<file path="config.mk">
export PLATFORM = sky130hd
export DESIGN_NAME = vec_lane_sequencer
export DESIGN_NICKNAME = d
export VERILOG_FILES = /design/src/rtl/vec_pkg.sv /design/src/rtl/vec_lane_alu.sv /design/src/rtl/vec_lane_sequencer.sv
export SDC_FILE = /design/constraint.sdc
export NUM_CORES = 2
export LEC_CHECK = 0
export ABC_CLOCK_PERIOD_IN_PS = 24200
export CORE_ASPECT_RATIO = 0.5
export CORE_MARGIN = 4
export CORE_UTILIZATION = 30
export DETAILED_ROUTE_END_ITERATION = 8
export DONT_BUFFER_PORTS = 1
export PLACE_DENSITY = 0.56
export SLEW_MARGIN = 0
export SYNTH_ARGS = -nofsm -noshare
export SYNTH_HDL_FRONTEND = slang
export SYNTH_SLANG_ARGS = --single-unit
</file>
<file path="constraint.sdc">
create_clock -name clk -period 24.2 [get_ports clk]
set_input_delay 3.63 -clock clk [delete_from_list [all_inputs] [get_ports clk]]
set_output_delay 3.63 -clock clk [all_outputs]
set_load 0.02 [all_outputs]
</file>
<file path="src/rtl/vec_pkg.sv">
// Shared opcodes, default geometry and FSM state encoding for the vector lane sequencer.
package vec_pkg;

  localparam int VEC_LANES = 5;
  localparam int VEC_DW    = 32;
  localparam int VEC_AW    = 4;

  localparam logic [2:0] OP_VADD = 3'b000;
  localparam logic [2:0] OP_VSUB = 3'b001;
  localparam logic [2:0] OP_VAND = 3'b010;
  localparam logic [2:0] OP_VORR = 3'b011;
  localparam logic [2:0] OP_VMUL = 3'b100;
  localparam logic [2:0] OP_VSUM = 3'b101;

  typedef enum logic [2:0] {
    ST_IDLE,
    ST_LOAD,
    ST_EXEC,
    ST_WB,
    ST_DONE
  } state_t;

  function automatic logic op_reserved(input logic [2:0] op);
    return (op[2:1] == 2'b11);
  endfunction

endpackage

</file>
<file path="src/rtl/vec_lane_alu.sv">
// Combinational single-lane ALU. Define VEC_SAT_EN to make VADD/VSUB signed-saturating.
module vec_lane_alu
  import vec_pkg::*;
#(
  parameter int DW = VEC_DW
) (
  input  logic [2:0]    i_op,
  input  logic [DW-1:0] i_a,
  input  logic [DW-1:0] i_b,
  output logic [DW-1:0] o_y,
  output logic          o_sat
);

  logic [DW-1:0] w_add;
  logic [DW-1:0] w_sub;
  logic          w_add_sat;
  logic          w_sub_sat;

`ifdef VEC_SAT_EN
  localparam logic [DW-1:0] MAX_POS = {1'b0, {(DW-1){1'b1}}};
  localparam logic [DW-1:0] MAX_NEG = {1'b1, {(DW-1){1'b0}}};

  // Returns {overflow, clamped result}.
  function automatic logic [DW:0] add_sat(input logic signed [DW-1:0] x,
                                          input logic signed [DW-1:0] y);
    logic signed [DW-1:0] s;
    logic                 ovf;
    s   = x + y;
    ovf = (x[DW-1] == y[DW-1]) && (s[DW-1] != x[DW-1]);
    if (ovf) s = x[DW-1] ? MAX_NEG : MAX_POS;
    return {ovf, s};
  endfunction

  function automatic logic [DW:0] sub_sat(input logic signed [DW-1:0] x,
                                          input logic signed [DW-1:0] y);
    logic signed [DW-1:0] d;
    logic                 ovf;
    d   = x - y;
    ovf = (x[DW-1] != y[DW-1]) && (d[DW-1] != x[DW-1]);
    if (ovf) d = x[DW-1] ? MAX_NEG : MAX_POS;
    return {ovf, d};
  endfunction

  assign {w_add_sat, w_add} = add_sat(i_a, i_b);
  assign {w_sub_sat, w_sub} = sub_sat(i_a, i_b);
`else
  assign w_add     = i_a + i_b;
  assign w_sub     = i_a - i_b;
  assign w_add_sat = 1'b0;
  assign w_sub_sat = 1'b0;
`endif

  always_comb begin
    o_y   = '0;
    o_sat = 1'b0;
    case (i_op)
      OP_VADD: begin o_y = w_add; o_sat = w_add_sat; end
      OP_VSUB: begin o_y = w_sub; o_sat = w_sub_sat; end
      OP_VAND: o_y = i_a & i_b;
      OP_VORR: o_y = i_a | i_b;
      OP_VMUL: o_y = i_a * i_b;
      default: o_y = '0;
    endcase
  end

endmodule

</file>
<file path="src/rtl/vec_lane_sequencer.sv">
// Runs one vector instruction lane-serially through a shared ALU, then writes the full vector.
// Build option: VEC_SAT_EN enables saturating VADD/VSUB and the sticky sat report.
module vec_lane_sequencer
  import vec_pkg::*;
#(
  parameter int LANES = VEC_LANES,
  parameter int DW    = VEC_DW,
  parameter int AW    = VEC_AW
) (
  input  logic                clk,
  input  logic                reset,
  input  logic                start,
  input  logic [2:0]          op,
  input  logic [AW-1:0]       va1,
  input  logic [AW-1:0]       va2,
  input  logic [AW-1:0]       vd,
  output logic                busy,
  output logic                done,
  output logic                err,
  output logic [DW-1:0]       sum,
  output logic                sat,
  output logic [AW-1:0]       vf_va1,
  output logic [AW-1:0]       vf_va2,
  input  logic [LANES*DW-1:0] vr1,
  input  logic [LANES*DW-1:0] vr2,
  output logic                vf_we,
  output logic [AW-1:0]       vf_vd,
  output logic [LANES*DW-1:0] vf_wd
);

  localparam int            LW   = $clog2(LANES);
  localparam logic [LW-1:0] LAST = LW'(LANES - 1);

  state_t               r_state;
  state_t               w_state_nxt;
  logic [LW-1:0]        r_lane;
  logic [2:0]           r_op;
  logic [AW-1:0]        r_va1;
  logic [AW-1:0]        r_va2;
  logic [AW-1:0]        r_vd;
  logic [DW-1:0]        r_sum;
  logic [LANES*DW-1:0]  r_opa_p0;
  logic [LANES*DW-1:0]  r_opb_p0;
  logic [LANES*DW-1:0]  r_res_p1;
  logic [DW-1:0]        w_a;
  logic [DW-1:0]        w_b;
  logic [DW-1:0]        w_y;
  logic                 w_lane_sat;
  logic                 w_accept;

  // The done cycle also accepts, giving back-to-back issue without an idle gap.
  assign w_accept = start && (r_state == ST_IDLE || r_state == ST_WB || r_state == ST_DONE);

  assign w_a = r_opa_p0[DW*r_lane +: DW];
  assign w_b = r_opb_p0[DW*r_lane +: DW];

  vec_lane_alu #(.DW(DW)) u_alu (
    .i_op  (r_op),
    .i_a   (w_a),
    .i_b   (w_b),
    .o_y   (w_y),
    .o_sat (w_lane_sat)
  );

  always_comb begin
    w_state_nxt = r_state;
    busy        = (r_state != ST_IDLE);
    done        = 1'b0;
    err         = 1'b0;
    vf_we       = 1'b0;
    vf_wd       = '0;
    case (r_state)
      ST_IDLE: if (start) w_state_nxt = ST_LOAD;
      ST_LOAD: w_state_nxt = op_reserved(r_op) ? ST_DONE : ST_EXEC;
      ST_EXEC: if (r_lane == LAST) w_state_nxt = ST_WB;
      ST_WB: begin
        done        = 1'b1;
        vf_we       = (r_op != OP_VSUM);
        vf_wd       = r_res_p1;
        w_state_nxt = start ? ST_LOAD : ST_IDLE;
      end
      ST_DONE: begin
        done        = 1'b1;
        err         = 1'b1;
        w_state_nxt = start ? ST_LOAD : ST_IDLE;
      end
      default: w_state_nxt = ST_IDLE;
    endcase
  end

  always_ff @(posedge clk or posedge reset) begin
    if (reset) begin
      r_state <= ST_IDLE;
      r_lane  <= '0;
      r_op    <= '0;
      r_va1   <= '0;
      r_va2   <= '0;
      r_vd    <= '0;
      r_sum   <= '0;
    end else begin
      r_state <= w_state_nxt;
      if (w_accept) begin
        r_op  <= op;
        r_va1 <= va1;
        r_va2 <= va2;
        r_vd  <= vd;
        r_sum <= '0;
      end
      if (r_state == ST_EXEC) begin
        r_lane <= (r_lane == LAST) ? '0 : r_lane + 1'b1;
        if (r_op == OP_VSUM) r_sum <= r_sum + w_a;
      end
    end
  end

  // p0: operand capture at end of LOAD; p1: per-lane result collection during EXEC
  always_ff @(posedge clk) begin
    if (r_state == ST_LOAD) begin
      r_opa_p0 <= vr1;
      r_opb_p0 <= vr2;
    end
    if (r_state == ST_EXEC) r_res_p1[DW*r_lane +: DW] <= w_y;
  end

`ifdef VEC_SAT_EN
  logic r_sat;
  always_ff @(posedge clk or posedge reset) begin
    if (reset)                   r_sat <= 1'b0;
    else if (w_accept)           r_sat <= 1'b0;
    else if (r_state == ST_EXEC) r_sat <= r_sat | w_lane_sat;
  end
  assign sat = r_sat;
`else
  logic w_unused_sat;
  assign w_unused_sat = w_lane_sat;
  assign sat          = 1'b0;
`endif

  assign sum    = r_sum;
  assign vf_va1 = r_va1;
  assign vf_va2 = r_va2;
  assign vf_vd  = r_vd;

endmodule

</file>
==> results.cfg <==
[floorplan]
fp-row-count = 95
die-area_mm2 = 0.143
core_mm2 = 0.135
io_pins = 547
start_util = 0.303
fp.dieH_um = 269
die_width_um = 530

[critical_path]
crit_path_top_delay_cell = o22a_1
required_ns = 24.56
setup.worst_path.start_class = register
cp-startpoint = r_lane[2]
end_kind = register
criticalPathCategory = reg2reg
reg2reg_slack_ns = 13.01
rr_startpoint = r_lane[2]
critPathMaxFanout = 45
r2r_cells = 29
cpPeakStageDelay_ns = 0.86
crit_arrival_ns = 11.55
crit_top_cell = fa_1

[synth]
synth_edf_count = 480
synthFlopType = edfxtp_1
synthTopCellsByArea = edfxtp_1 35%, fa_1 20%, ha_1 6.0%, nor2_1 5.4%, inv_1 3.8%
synth_cell_type_count = 94
ys.warnings.count = 0
synth_async_sr_flop_share = 0.0994
yosysTopAreaCell = edfxtp_1
synth_top_cells_by_count = 594 x nor2_1, 480 x edfxtp_1, 419 x inv_1
synth_most_common_cell = nor2_1
yosysTopAreaCellShare = 0.352
syn_inst = 3802
synthesis.area_mm2 = 0.0409
synth_nets = 4745
syn_area_per_cell_um2 = 10.8
seq_area_frac_synth = 0.385
synth_seq_cells = 533

[timing]
grt_setup_unrepaired = false
fmax_mhz = 89.3
finalCriticalPeriod_ns = 11.19
slew-limit-headroom = 0.178
setup_viol = 0
clock_skew_ns = 0.0549
maxSlewViolCount = 0
setup_tns_ns = 0
tightest_slew_ns = 1.23
period_share = 0.463
hold_viol = 0

[flow_run]
drv_cap = 0

[routing]
wire_per_inst_um = 27.4
vias_per_cell = 5.26
vias = 29521
dr.pass1.iters = 5
drt_wl_total_um = 154000
drtIter0Drc = 3321
ant_nets = 0
drcViolationCount = 0

[global_route]
grt_pass1_wl_um = 218000
grt_usage = 0.210
gr-total-overflow = 0
antenna_found_initial = 25
grt_pass1_vias = 29855
grt_max_degree = 86

[clock_network]
htreeDepth = 2
cts_tree = done
cts_buffer_depth = 3
clk_latency_ns = 0.67
post_cts_resized = 0
cts_buffers = 53
root_buffer = clkbuf_16
postCtsSetupRepairBufs = 0
cts_hold_buf = 0
clock-sinks = 533
clk_pin_slew_worst_paths_ns = 0.07

[layout]
fin_cells = 5613
fill_cells = 13580
final_nets = 4708
drive_gt1_frac = 0.0838
synthToLayoutAreaGrowth_pct = 9.88
final_cell_area_mm2 = 0.0450

[min_path]
hold_start = r_state[1]
hp-class = reg2reg
whs_path_depth = 1

[placement]
dp_hpwl_um = 116000
gp_congestion = 0.968
placed_cell_area_mm2 = 0.0431
placedCellCount = 5504
portBuffers = 0

[outcome]
status = finished, final reports clean
==> cell families (layout without fill, tap and decap cells) <==
| kind of cell | after synthesis | after routing | synth area share |
|---|---|---|---|
| and+or+nand+nor | 1191 | 1191 | 0.131 |
| other | 1 | 14 | 0.0000916 |
| muxes | 144 | 144 | 0.0377 |
| AOI/OAI and AO/OA | 524 | 524 | 0.0838 |
| adders and majority gates | 620 | 620 | 0.264 |
| buffers and inverters | 622 | 626 | 0.0622 |
| DFF | 533 | 533 | 0.385 |
| xor gates and xnor gates | 167 | 167 | 0.0364 |
==> stage by stage <==
step	worst slack, ns	hold WS, ns	utilization
2_1_floorplan	10.44	0.566	-
3_3_place_gp	13.22	0.646	0.319
3_5_place_dp	13.09	0.660	0.319
4_1_cts	13.10	0.660	0.333
5_1_grt	12.66	0.689	0.333
6_report	13.01	0.662	0.333
==> worst max-delay path: cells and delay by family (launching register included) <==
kind / cells / cell delay (ns)
AO/OA/AOI/OAI: 9 / 3.24
XOR/XNOR: 1 / 0.10
adder cells (fa/ha/maj): 9 / 3.99
buffers and inverters: 5 / 1.63
flip-flops: 1 / 0.81
multiplexers: 1 / 0.28
AND/OR/NAND/NOR: 4 / 0.70
==> layer usage <==
| layer | track usage | share of wire | vias to the layer above |
|---|---|---|---|
| met1 | 0.279 | 0.40 | 15102 |
| met5 | 0 | 0.00049 | - |
| met4 | 0.0686 | 0.037 | 10 |
| met2 | 0.336 | 0.47 | 1551 |
| met3 | 0.0538 | 0.095 | 295 |
| li1 | - | - | 12563 |
==> path summary, 6_finish.rpt <==
check                                end
min reg2reg                   r_state[0]
max reg2reg                r_res_p1[156]
min in group asynchronous      vf_va2[1]
max                        r_res_p1[156]
max in group asynchronous      r_lane[1]
min                           r_state[0]
==> sequential cells by signal (all words and copies together), names as in the netlist, 4 cells and up <==
register / count
r_res_p1: 160
r_opb_p0: 160
vf_vd: 4
r_opa_p0: 160
vf_va1: 4
sum: 32
vf_va2: 4
==> layout make-up <==
cell class	instances	area, um^2	share of cell area
clock buffers	66	1440	0.0320
inverters	435	1630	0.0363
flip-flops and latches	533	15800	0.350
multi-input cells	2647	22800	0.506
well taps	1794	2240	0.0499
clock inverters	30	414	0.00921
diodes	13	32.5	0.000723
repair buffers	95	713	0.0159
==> placed cells by master (no fill, tap or decap), types with 95 or more instances in the layout <==
cell / count
a21oi_1: 126
and2_1: 176
buf_4: 95
edfxtp_1: 480
fa_1: 410
ha_1: 195
inv_1: 418
nand2_1: 238
nor2_1: 590
o21ai_0: 124
xnor2_1: 110
Power is left out: the tool's default activity adds up to more than one toggle a clock period on the data nets, which glitch-free logic cannot reach.
